--- src/rtl/button_switch_conditioner_if.sv ---
// Signal bundle between the raw button/switch pins and the debounced front-end outputs.
// The slave side is the conditioner; the master side drives the raw inputs and consumes the outputs.
interface button_switch_conditioner_if;
  logic       button_raw;
  logic [7:0] switch_raw;
  logic       button_pulse;
  logic [7:0] switch_latched;
  logic       busy;

  modport master (
    output button_raw,
    output switch_raw,
    input  button_pulse,
    input  switch_latched,
    input  busy
  );

  modport slave (
    input  button_raw,
    input  switch_raw,
    output button_pulse,
    output switch_latched,
    output busy
  );
endinterface

--- src/rtl/button_switch_conditioner.sv ---
// Push-button / slide-switch front-end: synchronises the raw pins, debounces the button and
// emits one press strobe per debounced press together with a switch snapshot.
//
//  state     | meaning
//  ----------+----------------------------------------------------------
//  IDLE      | button released and qualified, waiting for a press
//  PRESS_CHK | button seen high, counting stable-high cycles
//  HELD      | press accepted and strobed, waiting for release
//  REL_CHK   | button seen low, counting stable-low cycles
module button_switch_conditioner #(
  parameter int DEBOUNCE_CYCLES = 2_000_000,
  parameter int CNT_W           = 21
) (
  input logic                          clk,
  input logic                          rst,
  button_switch_conditioner_if.slave   bus
);

  typedef enum logic [1:0] {
    IDLE      = 2'd0,
    PRESS_CHK = 2'd1,
    HELD      = 2'd2,
    REL_CHK   = 2'd3
  } state_t;

  localparam logic [CNT_W-1:0] CNT_LAST = CNT_W'(DEBOUNCE_CYCLES - 1);

  state_t           state;
  logic [CNT_W-1:0] cnt;
  logic             btn_m;
  logic             btn_s;
  logic [7:0]       sw_m;
  logic [7:0]       sw_s;
  logic             button_pulse_q;
  logic [7:0]       switch_latched_q;
  logic             busy_q;

  // Two-flop synchronisers; nothing downstream ever looks at the raw pins.
  always_ff @(posedge clk or posedge rst) begin
    if (rst) begin
      btn_m <= 1'b0;
      btn_s <= 1'b0;
      sw_m  <= 8'h00;
      sw_s  <= 8'h00;
    end else begin
      btn_m <= bus.button_raw;
      btn_s <= btn_m;
      sw_m  <= bus.switch_raw;
      sw_s  <= sw_m;
    end
  end

  always_ff @(posedge clk or posedge rst) begin
    if (rst) begin
      state            <= IDLE;
      cnt              <= '0;
      button_pulse_q   <= 1'b0;
      switch_latched_q <= 8'h00;
      busy_q           <= 1'b0;
    end else begin
      button_pulse_q <= 1'b0;
      case (state)
        IDLE: begin
          if (btn_s) begin
            state  <= PRESS_CHK;
            cnt    <= '0;
            busy_q <= 1'b1;
          end
        end
        PRESS_CHK: begin
          // Any low sample throws the whole qualification away; high time is not accumulated.
          if (!btn_s) begin
            state  <= IDLE;
            busy_q <= 1'b0;
          end else if (cnt == CNT_LAST) begin
            state            <= HELD;
            button_pulse_q   <= 1'b1;
            switch_latched_q <= sw_s;
          end else begin
            cnt <= cnt + 1'b1;
          end
        end
        HELD: begin
          if (!btn_s) begin
            state <= REL_CHK;
            cnt   <= '0;
          end
        end
        REL_CHK: begin
          if (btn_s) begin
            state <= HELD;
          end else if (cnt == CNT_LAST) begin
            state  <= IDLE;
            busy_q <= 1'b0;
          end else begin
            cnt <= cnt + 1'b1;
          end
        end
        default: begin
          state  <= IDLE;
          busy_q <= 1'b0;
        end
      endcase
    end
  end

  assign bus.button_pulse   = button_pulse_q;
  assign bus.switch_latched = switch_latched_q;
  assign bus.busy           = busy_q;

endmodule

--- src/flat_wrapper.sv ---
// flat-port wrapper written by rule: the top's interface ports become plain ports
module button_switch_conditioner_flat 
#(
  parameter int DEBOUNCE_CYCLES = 2_000_000,
  parameter int CNT_W           = 21
)
  (clk, rst, bus_button_raw, bus_switch_raw, bus_button_pulse, bus_switch_latched, bus_busy);
  button_switch_conditioner_if bus_i ();
  input logic clk;
  input logic rst;
  input wire logic [$bits(bus_i.button_raw)-1:0] bus_button_raw;
  input wire logic [$bits(bus_i.switch_raw)-1:0] bus_switch_raw;
  output wire logic [$bits(bus_i.button_pulse)-1:0] bus_button_pulse;
  output wire logic [$bits(bus_i.switch_latched)-1:0] bus_switch_latched;
  output wire logic [$bits(bus_i.busy)-1:0] bus_busy;
  assign bus_i.button_raw = bus_button_raw;
  assign bus_i.switch_raw = bus_switch_raw;
  assign bus_button_pulse = bus_i.button_pulse;
  assign bus_switch_latched = bus_i.switch_latched;
  assign bus_busy = bus_i.busy;
  button_switch_conditioner #(.DEBOUNCE_CYCLES(DEBOUNCE_CYCLES), .CNT_W(CNT_W)) u_core (.clk(clk), .rst(rst), .bus(bus_i));
endmodule
--- config.mk ---
export PLATFORM = sky130hd
export DESIGN_NAME = button_switch_conditioner_flat
export DESIGN_NICKNAME = d
export VERILOG_FILES = /design/src/rtl/button_switch_conditioner_if.sv /design/src/rtl/button_switch_conditioner.sv /design/src/flat_wrapper.sv
export SDC_FILE = /design/constraint.sdc
export NUM_CORES = 1
export LEC_CHECK = 0
export ABC_AREA = 0
export CAP_MARGIN = 20
export CORE_MARGIN = 2
export CORE_UTILIZATION = 54
export CTS_BUF_LIST = sky130_fd_sc_hd__clkbuf_2 sky130_fd_sc_hd__clkbuf_4 sky130_fd_sc_hd__clkbuf_8
export CTS_CLUSTER_SIZE = 30
export DETAILED_ROUTE_END_ITERATION = 6
export DONT_BUFFER_PORTS = 1
export PLACE_DENSITY = 0.69
export REMOVE_ABC_BUFFERS = 1
export SLEW_MARGIN = 5
export SYNTH_ARGS = -nofsm -noshare
export SYNTH_HDL_FRONTEND = slang
export SYNTH_SLANG_ARGS = --single-unit
--- constraint.sdc ---
create_clock -name clk -period 2.66 [get_ports clk]
set_input_delay 0.399 -clock clk [delete_from_list [all_inputs] [get_ports clk]]
set_output_delay 0.399 -clock clk [all_outputs]
set_load 0.03 [all_outputs]
# == Word-level counts from Yosys, hierarchy flattened ==
# Cells that the tools add are included.
# totals
input_bits,11
ff_bits,51
elab_cells,49
out_inout_bits,10
# classes
n_mux,21
n_eq_ne,12
reduce_logical,6
add_sub_neg,1
# ops
op,count
$mux W21,5
$pmux W21 S4,1
$add A21 B1 Y21 const B,1
$eq A21 B21 Y1 const B,1
$mux W2,6
$pmux W2 S4,1
$reduce_and A4 Y1,2
$mux W1,7
$ne A2 B1 Y1 const B,3
$ne A2 B2 Y1 const B,3
$reduce_and A5 Y1,1
$eq A2 B2 Y1 const B,2
$ne A3 B1 Y1 const B,1
$ne A3 B3 Y1 const B,1
$pmux W1 S3,1
$reduce_and A3 Y1,1
$reduce_bool A3 Y1,1
$eq A2 B1 Y1 const B,1
$logic_not A2 Y1,1

# == Depth between registers and ports, before layout ==
# logic_depth
ltp_word,4
ltp_mapped,7
ltp_nobuf,7

# == Worst setup path after synthesis ==
# No wires, ideal clock.
# synth_timing
kind,flip-flop to flip-flop
startpoint,register u_core.cnt[0]
endpoint,register u_core.cnt[20]
t_arrival_ps,1858
required_ps,2527
n_path_buf,1
path_stages_with_launch,8
slack_ps,669
period_less_slack_ps,1991
setup_time_ps,133
path_cell_list,dfrtp_1 > ha_1 > nand4_1 > or4b_1 > buf_6 > nor4_4 > xnor2_1 > nor2_1
# synth_between
elab_chain_cells,4
elab_cells_between_ends,6
classes_between,1 x add/sub; 1 x eq/ne; 4 x mux
# synth_rtl
element,line_no,rtl
from (decl),button_switch_conditioner.sv:29,logic [CNT_W-1:0] cnt;
from (signal assigned),button_switch_conditioner.sv:80,cnt <= cnt + 1'b1;
from (signal assigned),button_switch_conditioner.sv:96,cnt <= cnt + 1'b1;
$add A21 B1 Y21 / $eq A21 B21 Y1 (equally long branches),n/a,
$mux W21 *,"button_switch_conditioner.sv:75, button_switch_conditioner.sv:92",
"$mux W21, on equally long branches","button_switch_conditioner.sv:90, button_switch_conditioner.sv:72",
$pmux W21 S4 *,button_switch_conditioner.sv:62,case (state)
# Every way passes the cells marked *; elsewhere a longest branch is shown, timed or not. The select of a mux whose other input is x is not followed.
# A chain may end at the register's enable or synchronous reset.

# == Worst setup path in the final report ==
# layout_timing
startpoint,register u_core.cnt[0]
endpoint,register u_core.cnt[18]
# The elaborated chain is that of the path after synthesis.

==> flow_summary.toml <==
[timing]
fin_worst_skew_ns = 0.00774
maxSlewHeadroom_pct = 69.9
post_route_clock_period_utilization_pct = 87.5
achievable-frequency_mhz = 429
rsz_0062_raised_after_global_routing = "false"
worst_pin_slew_ns = 0.451
report.final.slew_viol_count = 0
period_needed_ns = 2.33
timing_hold_violations_final = 0
hold_slack_ns = 0.109
finalSetupViolCount = 0
setup_total_negative_slack_ns = 0

[job]
drv_cap = 0

[min_path]
hold_path_class = "in2reg"

[cts]
post-cts-setup-buffers = 0
cts-root-to-sink-buffers = 2
cts_tree = "done"
clk_transition_reported_paths_ns = 0.09
htree_levels = 2
cts_made_buffers = 5
insertion_delay_ns = 0.31
clk_root_buffer_cell = "sky130_fd_sc_hd__clkbuf_8"
clkSinkCount = 51

[power]
power_leakage_nw = 1.02
vdd_drop_max_uv = 396
pwr_density_cell_nw_per_um2 = 569

[floorplanning]
fp.dieH_um = 67.0
die_w_um = 67.0
placementRows = 22
start_util_pct = 57.2
design.die.area_um2 = 4490
core-area_um2 = 3740
boundaryPins = 21

[yosys]
syn_avg_cell_area_um2 = 11.5
synth-async-reset-ratio_pct = 100
yosys_warnings = 0
yosysSeqAreaShare_pct = 59.6
ys_ff_latch = 51
post_synth_inst_count = 186
yosys.cell_types.count = 42
synth-edff-count = 0
synth_top_flop_cell = "sky130_fd_sc_hd__dfrtp_1"
netlist_area_um2 = 2140

[final_layout]
multi_input_gate_area_um2 = 805
finish.cell_count_without_fillers = 240
flow.area_growth_from_synthesis_pct = 7.83
regArea_um2 = 1280
antennaDiodeCount = 0
design.final.nets = 203
num-fill-cells = 317
fraction_of_layout_cells_with_a_size_suffix_above_1_pct = 14.1

[critical_path]
arrival_ns = 2.51
timing.critical_path.fanout_max = 9
critical_path.cell_chain = "ha_1 -> nand4_1 -> or4b_1 -> nor4_4 -> xnor2_1 -> nor2_1"
timing.critical_path.required_ns = 2.84
slowest_delay_ns = 0.78
type_of_element_capturing_the_critical_path = "register"
critPathLaunchType = "register"
worstSetupPathType = "reg2reg"
cp_slowest_cell = "sky130_fd_sc_hd__or4b_1"

[routing]
routed_wirelength_mm = 3.97
drt-vias-per-instance = 6.08
drt_pass1_iterations = 4
dr_total_vias = 1459
final_ant_viol_nets = 0
wl_per_cell_um = 16.5
remaining_design_rule_violation_count = 0
first_iter_violations = 145

[placement]
dp.cells = 230
place_congestion = 0.940
dp.final_hpwl_mm = 2.75
io_buffer_count = 0

[grt]
vias_in_the_first_global_route = 1434
track_usage_pct = 20.6
global_route.overflow_total = 0
number_of_antenna_violations_at_the_first_check_in_global_routing = 0
grt_first_pass_wirelength_mm = 6.80
grt_max_degree = 52

[outcome]
outcome = "completed"
==> placed cells by master (no fill, tap or decap), types with 2 or more instances in the layout <==
cell                       synthesis  routed
sky130_fd_sc_hd__nand3_1          11      11
sky130_fd_sc_hd__or3_1             3       3
sky130_fd_sc_hd__xnor2_1           4       4
sky130_fd_sc_hd__nand2_1          12      12
sky130_fd_sc_hd__and3_1            4       4
sky130_fd_sc_hd__clkbuf_8          0       5
sky130_fd_sc_hd__a21oi_1           3       3
sky130_fd_sc_hd__nand4b_1          2       2
sky130_fd_sc_hd__nand4_1           6       6
sky130_fd_sc_hd__clkinv_4          0       2
sky130_fd_sc_hd__o41ai_1           2       2
sky130_fd_sc_hd__buf_4             0       2
sky130_fd_sc_hd__a21boi_0          2       2
sky130_fd_sc_hd__o31ai_1           5       5
sky130_fd_sc_hd__nor4_4            2       2
sky130_fd_sc_hd__o211ai_1          2       2
sky130_fd_sc_hd__nand2b_1          2       2
sky130_fd_sc_hd__mux2_2            8       8
sky130_fd_sc_hd__nor3_1            7       7
sky130_fd_sc_hd__nor2_1           12      12
sky130_fd_sc_hd__inv_1             8       7
sky130_fd_sc_hd__o21ai_0          12      12
sky130_fd_sc_hd__dfrtp_1          51      51
sky130_fd_sc_hd__a31oi_1           3       3
sky130_fd_sc_hd__nor4b_1           2       2
==> layout make-up <==
type / instances / share of cell area [%]
Sequential cell: 51 / 55.3
Inverter: 8 / 1.30
Multi-Input combinational cell: 121 / 34.8
Timing Repair Buffer: 4 / 1.95
Tap cell: 48 / 2.60
Clock buffer: 6 / 3.30
Clock inverter: 2 / 0.758
==> Yosys cell counts (all sizes together) (3+ instances only) <==
cell type,instances,area (um2)
or3,3,18.8
mux2,8,90.1
a31oi,3,18.8
dfrtp,51,1280
nor2,12,45.0
nand4,6,37.5
nand3,11,55.1
a21oi,3,15.0
inv,8,30.0
and3,4,25.0
nor4,3,48.8
clkbuf,4,15.0
o21ai,12,60.1
xnor2,5,51.3
o31ai,5,37.5
nand2,12,45.0
nor3,7,35.0
==> power by group <==
group / total, mW / internal (mW) / switching (mW)
Combinational: 0.0535 / 0.0165 / 0.0369
Sequential: 0.814 / 0.796 / 0.0179
Clock: 0.448 / 0.199 / 0.248
Total: 1.31 / 1.01 / 0.303
==> state kept, by name, summed over array words and instances, names as in the netlist, named ones only <==
| name | cells |
|---|---|
| u_core.btn_s | 1 |
| u_core.bus.busy | 1 |
| u_core.btn_m | 1 |
| u_core.bus.switch_latched | 8 |
| u_core.sw_m | 8 |
| u_core.sw_s | 8 |
| u_core.state | 1 |
| u_core.bus.button_pulse | 1 |
| u_core.cnt | 21 |
==> what timing repair did <==
item | CTS | global route
hold buffers | 0 | 1
endpoints found under the hold margin | 0 | 20
setup endpoints to repair | 0 | 0
resized for setup | 0 | 0
==> through the flow <==
stage	instance area, um2	worst slack [ns]	power (mW)	util, %
after floorplan	2110	0.594	0.860	-
after CTS	2280	0.359	1.32	60.9
after detailed placement	2190	0.373	0.879	58.4
final	2310	0.332	1.31	61.7
after global routing	2310	0.185	1.36	61.7
after global placement	2190	0.456	0.874	58.4
==> worst paths after layout <==
path	to	start	slack (ns)	cells past startpoint
hold / removal	u_core.sw_m[2]	bus_switch_raw[2]	0.11	0
setup reg to reg	u_core.cnt[18]	u_core.cnt[0]	0.33	6
max in group asynchronous	u_core.cnt[10]	rst	1.60	3
hold reg to reg	u_core.sw_s[0]	u_core.sw_m[0]	0.36	0
min in group asynchronous	u_core.sw_s[1]	rst	0.55	2
setup / recovery	u_core.cnt[18]	u_core.cnt[0]	0.33	6
==> worst max-delay path: cells and delay by family, from the launching register on <==
family / cells / cell delay (ns)
xor gates and xnor gates: 1 / 0.15
adders and majority gates: 1 / 0.27
DFF: 1 / 0.42
and+or+nand+nor: 4 / 1.36
==> metal layers <==
metal	global-route usage (%)	share of wire, %	vias up
met4	9.18	1.8	0
met3	5.57	5.4	7
met1	27.1	45	726
met5	0	0	-
li1	-	-	686
met2	31.9	47	40
==> kinds of logic after synthesis <==
kind of cell	synth area share, %
and+or+nand+nor	20.0
DFF	59.6
AOI/OAI and AO/OA	9.93
adders and majority gates	0.584
xor gates and xnor gates	2.80
muxes	4.21
buffers and inverters	2.86
No activity file was read; power rests on OpenSTA's default activity.
